`src/rtl/data_mem_ctrl_pkg.sv`:
```
// Shared encodings for the data-memory load/store sequencer.
package data_mem_ctrl_pkg;

    localparam logic [1:0] SIZE_B = 2'b00;
    localparam logic [1:0] SIZE_H = 2'b01;
    localparam logic [1:0] SIZE_W = 2'b10;
    localparam logic [1:0] SIZE_X = 2'b11;

    localparam int BYTE_W = 8;
    localparam int HALF_W = 16;

    typedef enum logic [2:0] {
        S_IDLE,
        S_RD,
        S_CAPT,
        S_MERGE,
        S_WR,
        S_RESP
    } state_e;

    // Alignment/size legality only; range is checked by the caller.
    function automatic logic bad_align(input logic [1:0] size, input logic [1:0] lo);
        return (size == SIZE_X) || (size == SIZE_H && lo[0]) || (size == SIZE_W && lo != 2'b00);
    endfunction

endpackage

```
`src/rtl/mem_lane_align.sv`:
```
// Little-endian lane extract/extend for loads and lane merge for sub-word stores.
module mem_lane_align
    import data_mem_ctrl_pkg::*;
#(
    parameter int RAM_WIDTH = 32
) (
    input  logic [RAM_WIDTH-1:0] rdata_i,
    input  logic [1:0]           size_i,
    input  logic                 unsigned_i,
    input  logic [1:0]           lane_i,
    input  logic [RAM_WIDTH-1:0] wdata_i,
    output logic [RAM_WIDTH-1:0] load_o,
    output logic [RAM_WIDTH-1:0] merge_o
);

    localparam int SHW = $clog2(RAM_WIDTH);

    logic [1:0]           lane;
    logic [SHW-1:0]       sh;
    logic [RAM_WIDTH-1:0] shifted;
    logic [RAM_WIDTH-1:0] mask;

    always_comb begin
        lane    = (size_i == SIZE_H) ? {lane_i[1], 1'b0} : lane_i;
        sh      = SHW'({lane, 3'b000});
        shifted = rdata_i >> sh;
        load_o  = rdata_i;
        mask    = '1;
        case (size_i)
            SIZE_B: begin
                load_o = unsigned_i ? {{(RAM_WIDTH-BYTE_W){1'b0}}, shifted[BYTE_W-1:0]}
                                    : {{(RAM_WIDTH-BYTE_W){shifted[BYTE_W-1]}}, shifted[BYTE_W-1:0]};
                mask   = RAM_WIDTH'({BYTE_W{1'b1}}) << sh;
            end
            SIZE_H: begin
                load_o = unsigned_i ? {{(RAM_WIDTH-HALF_W){1'b0}}, shifted[HALF_W-1:0]}
                                    : {{(RAM_WIDTH-HALF_W){shifted[HALF_W-1]}}, shifted[HALF_W-1:0]};
                mask   = RAM_WIDTH'({HALF_W{1'b1}}) << sh;
            end
            default: ;
        endcase
        merge_o = (rdata_i & ~mask) | ((wdata_i << sh) & mask);
    end

endmodule

```
`src/rtl/data_mem_ctrl.sv`:
```
// Load/store sequencer: single-beat word access, read-modify-write for sub-word stores.
module data_mem_ctrl
    import data_mem_ctrl_pkg::*;
#(
    parameter int RAM_WIDTH     = 32,
    parameter int RAM_ADDR_BITS = 9
) (
    input  logic                     clock,
    input  logic                     reset_n,
    input  logic                     req_valid,
    output logic                     req_ready,
    input  logic                     req_write,
    input  logic [1:0]               req_size,
    input  logic                     req_unsigned,
    input  logic [31:0]              req_addr,
    input  logic [RAM_WIDTH-1:0]     req_wdata,
    output logic                     resp_valid,
    output logic [RAM_WIDTH-1:0]     resp_rdata,
    output logic                     resp_error,
    output logic                     ram_enable,
    output logic                     ram_write_enable,
    output logic [RAM_ADDR_BITS-1:0] ram_address,
    output logic [RAM_WIDTH-1:0]     ram_input_data,
    input  logic [RAM_WIDTH-1:0]     ram_output_data
);

    state_e                   state_q;
    logic                     write_q;
    logic [1:0]               size_q;
    logic                     uns_q;
    logic [1:0]               lane_q;
    logic [RAM_WIDTH-1:0]     wdata_q;
    logic [RAM_ADDR_BITS-1:0] ram_address_q;
    logic [RAM_WIDTH-1:0]     ram_input_data_q;
    logic [RAM_WIDTH-1:0]     resp_rdata_q;
    logic                     resp_error_q;

    logic                     req_err_d;
    logic [RAM_WIDTH-1:0]     load_data;
    logic [RAM_WIDTH-1:0]     merge_data;

    always_comb begin
        req_err_d = bad_align(req_size, req_addr[1:0]) || (|req_addr[31:RAM_ADDR_BITS+2]);
    end

    mem_lane_align #(.RAM_WIDTH(RAM_WIDTH)) u_align (
        .rdata_i    (ram_output_data),
        .size_i     (size_q),
        .unsigned_i (uns_q),
        .lane_i     (lane_q),
        .wdata_i    (wdata_q),
        .load_o     (load_data),
        .merge_o    (merge_data)
    );

    // Enables decode from the state register so reset drops them without waiting for a clock.
    assign req_ready        = (state_q == S_IDLE);
    assign resp_valid       = (state_q == S_RESP);
    assign ram_enable       = (state_q == S_RD) || (state_q == S_WR);
    assign ram_write_enable = (state_q == S_WR);
    assign ram_address      = ram_address_q;
    assign ram_input_data   = ram_input_data_q;
    assign resp_rdata       = resp_rdata_q;
    assign resp_error       = resp_error_q;

    always_ff @(posedge clock or negedge reset_n) begin
        if (!reset_n) begin
            state_q          <= S_IDLE;
            write_q          <= 1'b0;
            size_q           <= SIZE_B;
            uns_q            <= 1'b0;
            lane_q           <= 2'b00;
            wdata_q          <= '0;
            ram_address_q    <= '0;
            ram_input_data_q <= '0;
            resp_rdata_q     <= '0;
            resp_error_q     <= 1'b0;
        end else begin
            case (state_q)
                S_IDLE: if (req_valid) begin
                    write_q       <= req_write;
                    size_q        <= req_size;
                    uns_q         <= req_unsigned;
                    lane_q        <= req_addr[1:0];
                    wdata_q       <= req_wdata;
                    ram_address_q <= req_addr[RAM_ADDR_BITS+1:2];
                    resp_rdata_q  <= '0;
                    resp_error_q  <= req_err_d;
                    if (req_err_d) begin
                        state_q <= S_RESP;
                    end else if (req_write && req_size == SIZE_W) begin
                        ram_input_data_q <= req_wdata;
                        state_q          <= S_WR;
                    end else begin
                        state_q <= S_RD;
                    end
                end
                S_RD:    state_q <= write_q ? S_MERGE : S_CAPT;
                S_CAPT: begin
                    resp_rdata_q <= load_data;
                    state_q      <= S_RESP;
                end
                S_MERGE: begin
                    ram_input_data_q <= merge_data;
                    state_q          <= S_WR;
                end
                S_WR:    state_q <= S_RESP;
                S_RESP:  state_q <= S_IDLE;
                default: state_q <= S_IDLE;
            endcase
        end
    end

endmodule

```
`config.mk`:
```
export PLATFORM = sky130hd
export DESIGN_NAME = data_mem_ctrl
export DESIGN_NICKNAME = d
export VERILOG_FILES = /design/src/rtl/data_mem_ctrl_pkg.sv /design/src/rtl/mem_lane_align.sv /design/src/rtl/data_mem_ctrl.sv
export SDC_FILE = /design/constraint.sdc
export NUM_CORES = 1
export LEC_CHECK = 0
export BUFFER_PORTS_ARGS = -buffer_cell sky130_fd_sc_hd__buf_2
export CAP_MARGIN = 40
export CELL_PAD_IN_SITES_DETAIL_PLACEMENT = 1
export CELL_PAD_IN_SITES_GLOBAL_PLACEMENT = 1
export CORE_AREA = 2 2 139 141
export DETAILED_ROUTE_END_ITERATION = 16
export DIE_AREA = 0 0 141 143
export PLACE_DENSITY_LB_ADDON = 0.1
export REMOVE_ABC_BUFFERS = 1
export SLEW_MARGIN = 25
export SYNTH_ARGS = -nofsm -noshare
export SYNTH_HDL_FRONTEND = slang
export SYNTH_HIERARCHICAL = 1
export SYNTH_SLANG_ARGS = --single-unit
export TNS_END_PERCENT = 100
```
`constraint.sdc`:
```
create_clock -name clock -period 1.72 [get_ports clock]
set_input_delay 0.344 -clock clock [delete_from_list [all_inputs] [get_ports clock]]
set_output_delay 0.344 -clock clock [all_outputs]
set_load 0.02 [all_outputs]
```
Word level (Yosys, flattened, before mapping)

Cells that the tools add are included.

Equality and inequality tests: 12
Shift-type cells: 4
Mux-type cells: 16
Bitwise logic cells: 4
Reduce and logical (&&, ||, !) cells: 17

Operators by type and width:

| kind                                               | number |
|---|---|
| case mux 32 bit (2 select lines)                   | 4 |
| 2-to-1 mux 32 bit                                  | 6 |
| AND 32 bit                                         | 2 |
| NOT 32 bit                                         | 1 |
| bitwise OR 32 bit                                  | 1 |
| left shift 16 x 5 -> 32 bit (first input constant) | 1 |
| left shift 32 x 5 -> 32 bit                        | 1 |
| left shift 8 x 5 -> 32 bit (first input constant)  | 1 |
| right shift 32 x 5 -> 16 bit                       | 1 |
| OR reduction 21 bit                                | 1 |
| case mux 3 bit (4 select lines)                    | 1 |
| 2-to-1 mux 3 bit                                   | 3 |
| == test 3 x 2 -> 1 bit (second input constant)     | 2 |
| == test 3 bit (second input constant)              | 2 |
| nonzero test 2 bit                                 | 3 |
| == test 2 x 1 -> 1 bit (second input constant)     | 2 |
| == test 2 bit (second input constant)              | 2 |
| logical OR 1 bit                                   | 4 |
| != test 2 bit (second input constant)              | 2 |
| AND reduction 2 bit                                | 2 |
| AND reduction 4 bit                                | 1 |
| == test 3 x 1 -> 1 bit (second input constant)     | 1 |
| logical AND 1 bit                                  | 3 |
| logical NOT 3 bit                                  | 1 |
| 4 further kinds                                    | 5 |

Register bits: 115
Input port bits: 103
Output and inout bits: 78

Depth between registers and ports, before layout

Gate-level depths: netlist (run 1).

Depth in word-level cells: 8
Mapped depth: 8

Hierarchy

The synthesis (run 1) kept the hierarchy.

By module, submodules not included:

| module         | instances | cells an instance | area each (µm²) | sequential area each (µm²) |
|---|---|---|---|---|
| data_mem_ctrl  | 1         | 484               | 4685.7          | 2877.8 |
| mem_lane_align | 1         | 279               | 1736.7          | 0.0 |

Least setup slack after synthesis (run 1)

No wires, ideal clock.

Kind: reg-to-reg
From: register state_q[2]
To: register ram_input_data_q[10], in the netlist ram_input_data[10]
Setup time: 119 ps
Data arrival time: 1972 ps
Required time: 1601 ps
Path slack: -370 ps
Cell stages (with the launch flop): 8
Buffers on the path: 2
Period minus slack after synthesis: 2090 ps
Cell sequence: dfrtp_1 -> nor3_2 -> nand2_1 -> or4b_1 -> buf_2 -> buf_6 -> o22a_1 -> o21a_1

Longest elaborated chain between the ends: 3
Elaborated cells between the ends (all ways): 8

RTL lines:

| element                                                  | line                 | source |
|---|---|---|
| from (decl)                                              | data_mem_ctrl.sv:27  | `state_e state_q;` |
| from (signal assigned)                                   | data_mem_ctrl.sv:98  | `S_RD: state_q <= write_q ? S_MERGE : S_CAPT;` |
| logical NOT 3 bit *                                      | n/a                  |  |
| net req_ready                                            | data_mem_ctrl.sv:11  | `output logic req_ready,` |
| != test 2 x 1 -> 1 bit (no line) (tied with other cells) | n/a                  |  |
| AND reduction 4 bit (no line)                            | n/a                  |  |
| to (signal assigned)                                     | data_mem_ctrl.sv:92  | `ram_input_data_q <= req_wdata;` |
| to (signal assigned)                                     | data_mem_ctrl.sv:104 | `ram_input_data_q <= merge_data;` |
| to (decl)                                                | data_mem_ctrl.sv:34  | `logic [RAM_WIDTH-1:0] ram_input_data_q;` |

The timed path passes the listed nets; every way through them passes the cells marked *.
A chain may end at the register's enable or synchronous reset.

Final worst setup path (run 1)

From: register state_q[1]
To: output ram_enable

Longest elaborated chain between the ends: 2
Elaborated cells between the ends (all ways): 3

RTL lines:

| element                                                 | line                | source |
|---|---|---|
| == test 3 x 1 -> 1 bit or == test 3 bit (tied branches) | data_mem_ctrl.sv:59 | `assign ram_enable = (state_q == S_RD) \|\| (state_q == S_WR);` |
| logical OR 1 bit *                                      | data_mem_ctrl.sv:59 |  |
| to (decl)                                               | data_mem_ctrl.sv:20 | `output logic ram_enable,` |

Mark *: on every way between the ends. The rest lies on a longest branch, timed or not.

==> impl_metrics.env, run 1 <==
export IMPL_die_h_um=143
export IMPL_grt_max_degree=55
export IMPL_cts_tree="done"
export IMPL_wl_um=23800
export IMPL_rsz0062_at_grt="yes"
export IMPL_grt_util_all_layers_pct=23.8
export IMPL_hpwl_um=17700
export IMPL_final_common_cell="nand2_1"
export IMPL_synth_seq_cells=115
export IMPL_final_area_um2=9140
export IMPL_synth_distinct_cells=49
export IMPL_regArea_um2=2880
export IMPL_violations="negative setup slack"
export IMPL_setup_tns_ps=-6200
export IMPL_pin_count=181
export IMPL_grt_overflow=0
export IMPL_worstMarginPinSlew_ps=449
export IMPL_cts_sinks=115
export IMPL_power_leakage_nw=4.46
export IMPL_pwr_share_seq_pct=25.1
export IMPL_dr_first_iter_drc_count=355
export IMPL_critical_path_max_fanout=3
export IMPL_area_growth_synth_to_final_pct=42.3
export IMPL_cts_root_buffer="clkbuf_16"
export IMPL_n_fill_cell=2223
export IMPL_fin_ws_ps=-218
export IMPL_syn_cell_area_um2=6420
export IMPL_vias=6663
export IMPL_grtUsageMet2_pct=40.5
export IMPL_yosysTopAreaCell="dfrtp_1"
export IMPL_yosys_most_used_dff="dfrtp_1"
export IMPL_cts_buffers=17
export IMPL_hp_class="primary input to register"
export IMPL_die_area_um2=20200
export IMPL_final_nets=1087
export IMPL_postSynth_asyncResetShare_pct=100
export IMPL_clockPowerShare_pct=21.6
export IMPL_skew_ps=6.43
export IMPL_layout_common_cells="229 x nand2_1, 175 x buf_2, 113 x dfrtp_1"
export IMPL_crit_path_start_kind="register"
export IMPL_grt_util_met3_pct=3.62
export IMPL_arrival_ps=1590
export IMPL_seq_area_frac_synth_pct=44.8
export IMPL_placed_cell_area_um2=8030
export IMPL_finalSetupViolCount=51
export IMPL_outcome="complete, but fails checks"
export IMPL_cp_required_ps=1380
export IMPL_critPathSlowestCell="dfrtp_1"
export IMPL_relSlewSlack_pct=69.7
export IMPL_drive_gt1_share_pct=35.2
export IMPL_port_buffers=180
export IMPL_initial_core_util_pct=34.6
export IMPL_multi_input_area_um2=3480
export IMPL_swShare_pct=41.9
export IMPL_antenna_found_initial=2
export IMPL_drtPass1Iterations=5
export IMPL_max_stage_delay_ps=420
export IMPL_clockBufferDepth=2
export IMPL_ant_nets=0
export IMPL_ir_drop_uv=720
export IMPL_synthTopCellsByArea="dfrtp_1 45%, nand2_1 15%, o22a_1 4.4%, o21a_1 3.7%, nand3_1 2.6%"
export IMPL_powerDensity_nw_per_um2=2060
export IMPL_syn_inst=763
export IMPL_max_freq_ghz=0.516
export IMPL_hold_viol_final=0
export IMPL_cts_max_level=4
export IMPL_wl_per_cell_um=19.3
export IMPL_num_rows=50
export IMPL_end_kind="primary output"
export IMPL_grt_pass1_wl_um=37700
export IMPL_clkLatencyLatePin_ps=420
export IMPL_holdWs_ps=107
export IMPL_grt_busiest_layer="met2"
export IMPL_finalCriticalPeriod_ps=1940
export IMPL_synth_edf_count=0
export IMPL_grtUsageMet1_pct=31.1
export IMPL_vias_per_cell=5.40
export IMPL_synth_top_area_share_pct=44.8
export IMPL_path_clk_slew_ps=60
export IMPL_internal_power_w=0.0109
export IMPL_yosys_warnings=6
export IMPL_place_congestion=0.897
export IMPL_critical_path_class="register to primary output"
export IMPL_drc=0
export IMPL_cp_common_cell="buf_6"
export IMPL_final_period_utilization_pct=113
export IMPL_die_x_um=141
export IMPL_max_cap_violations=0
export IMPL_core_um2=18600
export IMPL_avgSynthCellArea_um2=8.42
export IMPL_path_cells="buf_6 > or3_4 > o21ai_2 > buf_6"
export IMPL_p_switching_w=0.00790
export IMPL_drv_slew=0
export IMPL_first_global_vias=7099
export IMPL_comb_power_share_pct=53.3
## final cells by class
class | instances | share of cell area [%]
Tap cell | 234 | 3.20
Multi-Input combinational cell | 584 | 38.1
Clock inverter | 9 | 2.18
Sequential cell | 115 | 31.5
Inverter | 5 | 0.247
Timing Repair Buffer | 261 | 19.4
Antenna cell | 2 | 0.0548
Clock buffer | 23 | 5.23
## sequential cells by signal, indices dropped and copies added, names as in the netlist
register,count
resp_error,1
lane_q,2
ram_input_data,32
uns_q,1
ram_address,9
wdata_q,32
write_q,1
resp_rdata,32
size_q,2
state_q,3
## per-layer routing
layer,share of wire [%],up-vias
met2,49,191
met1,45,3312
met4,1.6,0
met5,0,-
met3,4.6,28
li1,-,3132
## cell families (layout without fill, tap and decap cells)
logic type,count (synthesis),count (layout),synth area share [%]
AOI/OAI and AO/OA,192,192,22.2
buffers and inverters,64,298,4.95
DFF,115,115,44.8
muxes,17,17,2.71
other,0,2,0
and+or+nand+nor,375,375,25.4
## Yosys cell counts (12+ instances only)
cell type / n
nor2_1: 17
mux2i_1: 16
nor3_1: 19
a21oi_1: 19
nand2_1: 260
dfrtp_1: 115
o21a_1: 32
clkbuf_1: 26
nand3_1: 34
buf_2: 14
nand2b_1: 12
o21ai_0: 29
o22a_1: 32
## power groups by stage
stage / combinational (W) / sequential, W / clock [W]
finish: 0.0100 / 0.00473 / 0.00408
CTS: 0.00939 / 0.00473 / 0.00415
floorplan: 0.00416 / 0.00564 / 0
global route: 0.0109 / 0.00489 / 0.00428
global placement: 0.00872 / 0.00467 / 0
detailed placement: 0.00904 / 0.00473 / 0
## worst max-delay path: cells and delay by family (launching register included)
family          cells  cell delay [ps]
buf+inv             2              270
compound gates      1               80
simple gates        1              400
flops               1              420
## timing repair
item | in CTS | in global routing
setup endpoints to repair | 67 | 68
pin swaps | 5 | 12
hold buffers | 1 | 0
setup buffers | 3 | 5
hold endpoints to repair | 26 | 0
cloned | 0 | 1
gates resized for setup | 29 | 61
## final timing paths
kind / slack, ps / from / depth (start not counted) / end
worst min register to register: 470 / ram_address[5] / 2 / ram_address[5]
worst max-delay path: -220 / state_q[1] / 4 / ram_enable
max in group asynchronous: 690 / reset_n / 3 / ram_input_data[12]
worst max register to register: -180 / state_q[2] / 6 / ram_input_data[26]
worst min-delay path: 110 / req_addr[7] / 3 / ram_address[5]
min in group asynchronous: 400 / reset_n / 2 / ram_address[5]
## metrics by stage
step	util, %	setup WS, ps	std cells	total power [W]
after floorplan	-	-2140	704	0.00979
after global placement	43.1	-420	1189	0.0134
after detailed placement	43.2	-524	1190	0.0138
after CTS	47.7	-238	1226	0.0183
after global routing	49.2	-261	1233	0.0201
final	49.2	-218	1233	0.0188
No activity file was read; power rests on OpenSTA's default activity.
==> run 2, diff against run 1 <==
REMOVE_ABC_BUFFERS = not set   (was 1)
==> run 2 against run 1 <==
Compared with the run above:
- the run ends with negative hold slack, negative setup slack left
- routed wire length is 6.1% higher
- sequential share of layout area down 0.91 points
- global-route usage up 1.3 points
- die area stayed put
- critical path depth up 3
- maximum frequency down 2.7%
- sequential power about the same
- clock skew increased by 3.5 ps
- utilization is 1.5 points higher
- register-to-register slack lost 90 ps
- clock power shrank 1%
- power rose by 5.4%
- largest power group unchanged
==> impl_metrics.env, run 2 (synthesis results as in run 1) <==
export IMPL_skew_ps=9.91
export IMPL_core_um2=18600
export IMPL_hp_class="primary input to async pin"
export IMPL_port_buffers=180
export IMPL_ant_nets=0
export IMPL_grt_max_degree=116
export IMPL_cts_tree="done"
export IMPL_reg2reg_depth=7
export IMPL_vias=6676
export IMPL_final_period_utilization_pct=116
export IMPL_drtPass1Iterations=4
export IMPL_cp_required_ps=2020
export IMPL_die_h_um=143
export IMPL_hpwl_um=18000
export IMPL_power_w=0.0199
export IMPL_area_growth_synth_to_final_pct=46.6
export IMPL_cts_max_level=4
export IMPL_outcome="complete, but fails checks"
export IMPL_vias_per_cell=5.35
export IMPL_grt_overflow=0
export IMPL_cts_buffers=17
export IMPL_powerDensity_nw_per_um2=2110
export IMPL_max_cap_violations=0
export IMPL_arrival_ps=2300
export IMPL_layout_common_cells="223 x nand2_1, 175 x buf_2, 111 x dfrtp_1"
export IMPL_cts_root_buffer="clkbuf_16"
export IMPL_drc=0
export IMPL_r2r_start="state_q[2]"
export IMPL_worstMarginPinSlew_ps=728
export IMPL_clockBufferDepth=2
export IMPL_rsz0062_at_grt="yes"
export IMPL_critical_path_max_fanout=32
export IMPL_final_common_cell="nand2_1"
export IMPL_initial_core_util_pct=34.6
export IMPL_end_kind="register"
export IMPL_ir_drop_uv=981
export IMPL_drv_slew=0
export IMPL_cts_sinks=115
export IMPL_antenna_found_initial=0
export IMPL_finalSetupViolCount=58
export IMPL_die_x_um=141
export IMPL_place_congestion=0.869
export IMPL_finalCriticalPeriod_ps=1990
export IMPL_hold_viol_final=28
export IMPL_wl_um=25200
export IMPL_pin_count=181
export IMPL_r2r_end="ram_input_data[10]"
export IMPL_num_rows=50
export IMPL_violations="negative hold slack, negative setup slack"
export IMPL_startpoint="state_q[2]"
export IMPL_fin_ws_ps=-271
export IMPL_dp_cells=1201
export IMPL_critical_path_class="register to register"
export IMPL_final_nets=1106
export IMPL_wl_per_cell_um=20.2
export IMPL_crit_path_start_kind="register"
export IMPL_holdWs_ps=-47.4
export IMPL_dr_first_iter_drc_count=358
export IMPL_power_leakage_nw=4.59
export IMPL_n_fill_cell=2196
export IMPL_die_area_um2=20200
export IMPL_grt_util_all_layers_pct=25.1
export IMPL_max_freq_ghz=0.502
export IMPL_final_util_pct=50.7
export IMPL_first_global_vias=6963
export IMPL_relSlewSlack_pct=51.5
export IMPL_fin_cells=1249
export IMPL_clkLatencyLatePin_ps=420
export IMPL_grt_pass1_wl_um=39300
export IMPL_path_clk_slew_ps=50
export IMPL_rrSetupSlack_ps=-270
export IMPL_setup_tns_ps=-8910
export IMPL_drive_gt1_share_pct=38.9
export IMPL_antennaDiodeCount=0
export IMPL_synth_fp_nets=866
[run 2: changes by cell type in the layout (fill, tap and decap cells not counted), sizes merged]
cell	delta
clkbuf	-1
diode	-2
dlygate4sd3	-1
buf	+19
clkdlybuf4s15	+1
[run 2: layer usage]
metal  vias up  track usage [%]  share of wire [%]
met4         0             7.47                1.8
li1       3165                -                  -
met2       173             42.5                 50
met3        31             3.59                4.0
met5         -                0                  0
met1      3307             33.4                 45
[run 2: report_power, final]
part	internal (W)	switching [W]
logic	0.00482	0.00627
registers	0.00386	0.000887
clock network	0.00275	0.00128
total	0.0114	0.00844
[run 2: what timing repair did]
action                                  CTS  global route
endpoints found under the setup margin   50            84
hold buffers                              0             0
setup buffers                            12             7
resized for setup                        56            78
gates cloned                              1             1
pin swaps                                 4            13
[run 2: how the worst max path moves through the flow]
stage,endpoint,slack (ps)
2_1_floorplan,ram_input_data[10],-210
3_3_place_gp,ram_input_data[27],-410
3_5_place_dp,ram_input_data[13],-440
4_1_cts,ram_input_data[13],-240
5_1_grt,ram_input_data[10],-350
6_report,ram_input_data[10],-270
[run 2: worst max-delay path, cell delays in order (launching register included)]
cell	delay [ps]
dfrtp_1	390
buf_6	120
nor3_4	230
nand2_2	100
or4b_4	530
buf_12	190
o22a_1	180
o21a_1	110
[run 2: cell type report]
class                   instances  area, um2  share of cell area [%]
clock buffers                  22        454                    4.82
clock inverters                 9        203                    2.15
inverters                       5       32.5                   0.346
multi-input cells             584       3620                    38.5
flip-flops and latches        115       2880                    30.6
well taps                     234        293                    3.11
repair buffers                280       1930                    20.5
[run 2: metrics by stage]
| stage | area, um2 | worst slack [ps] | hold slack, ps |
|---|---|---|---|
| floorplan | 6430 | -215 | 48.4 |
| global placement | 8110 | -407 | 454 |
| detailed placement | 8110 | -441 | 465 |
| CTS | 9080 | -236 | 44.1 |
| global route | 9420 | -347 | 53.8 |
| finish | 9420 | -271 | -47.4 |
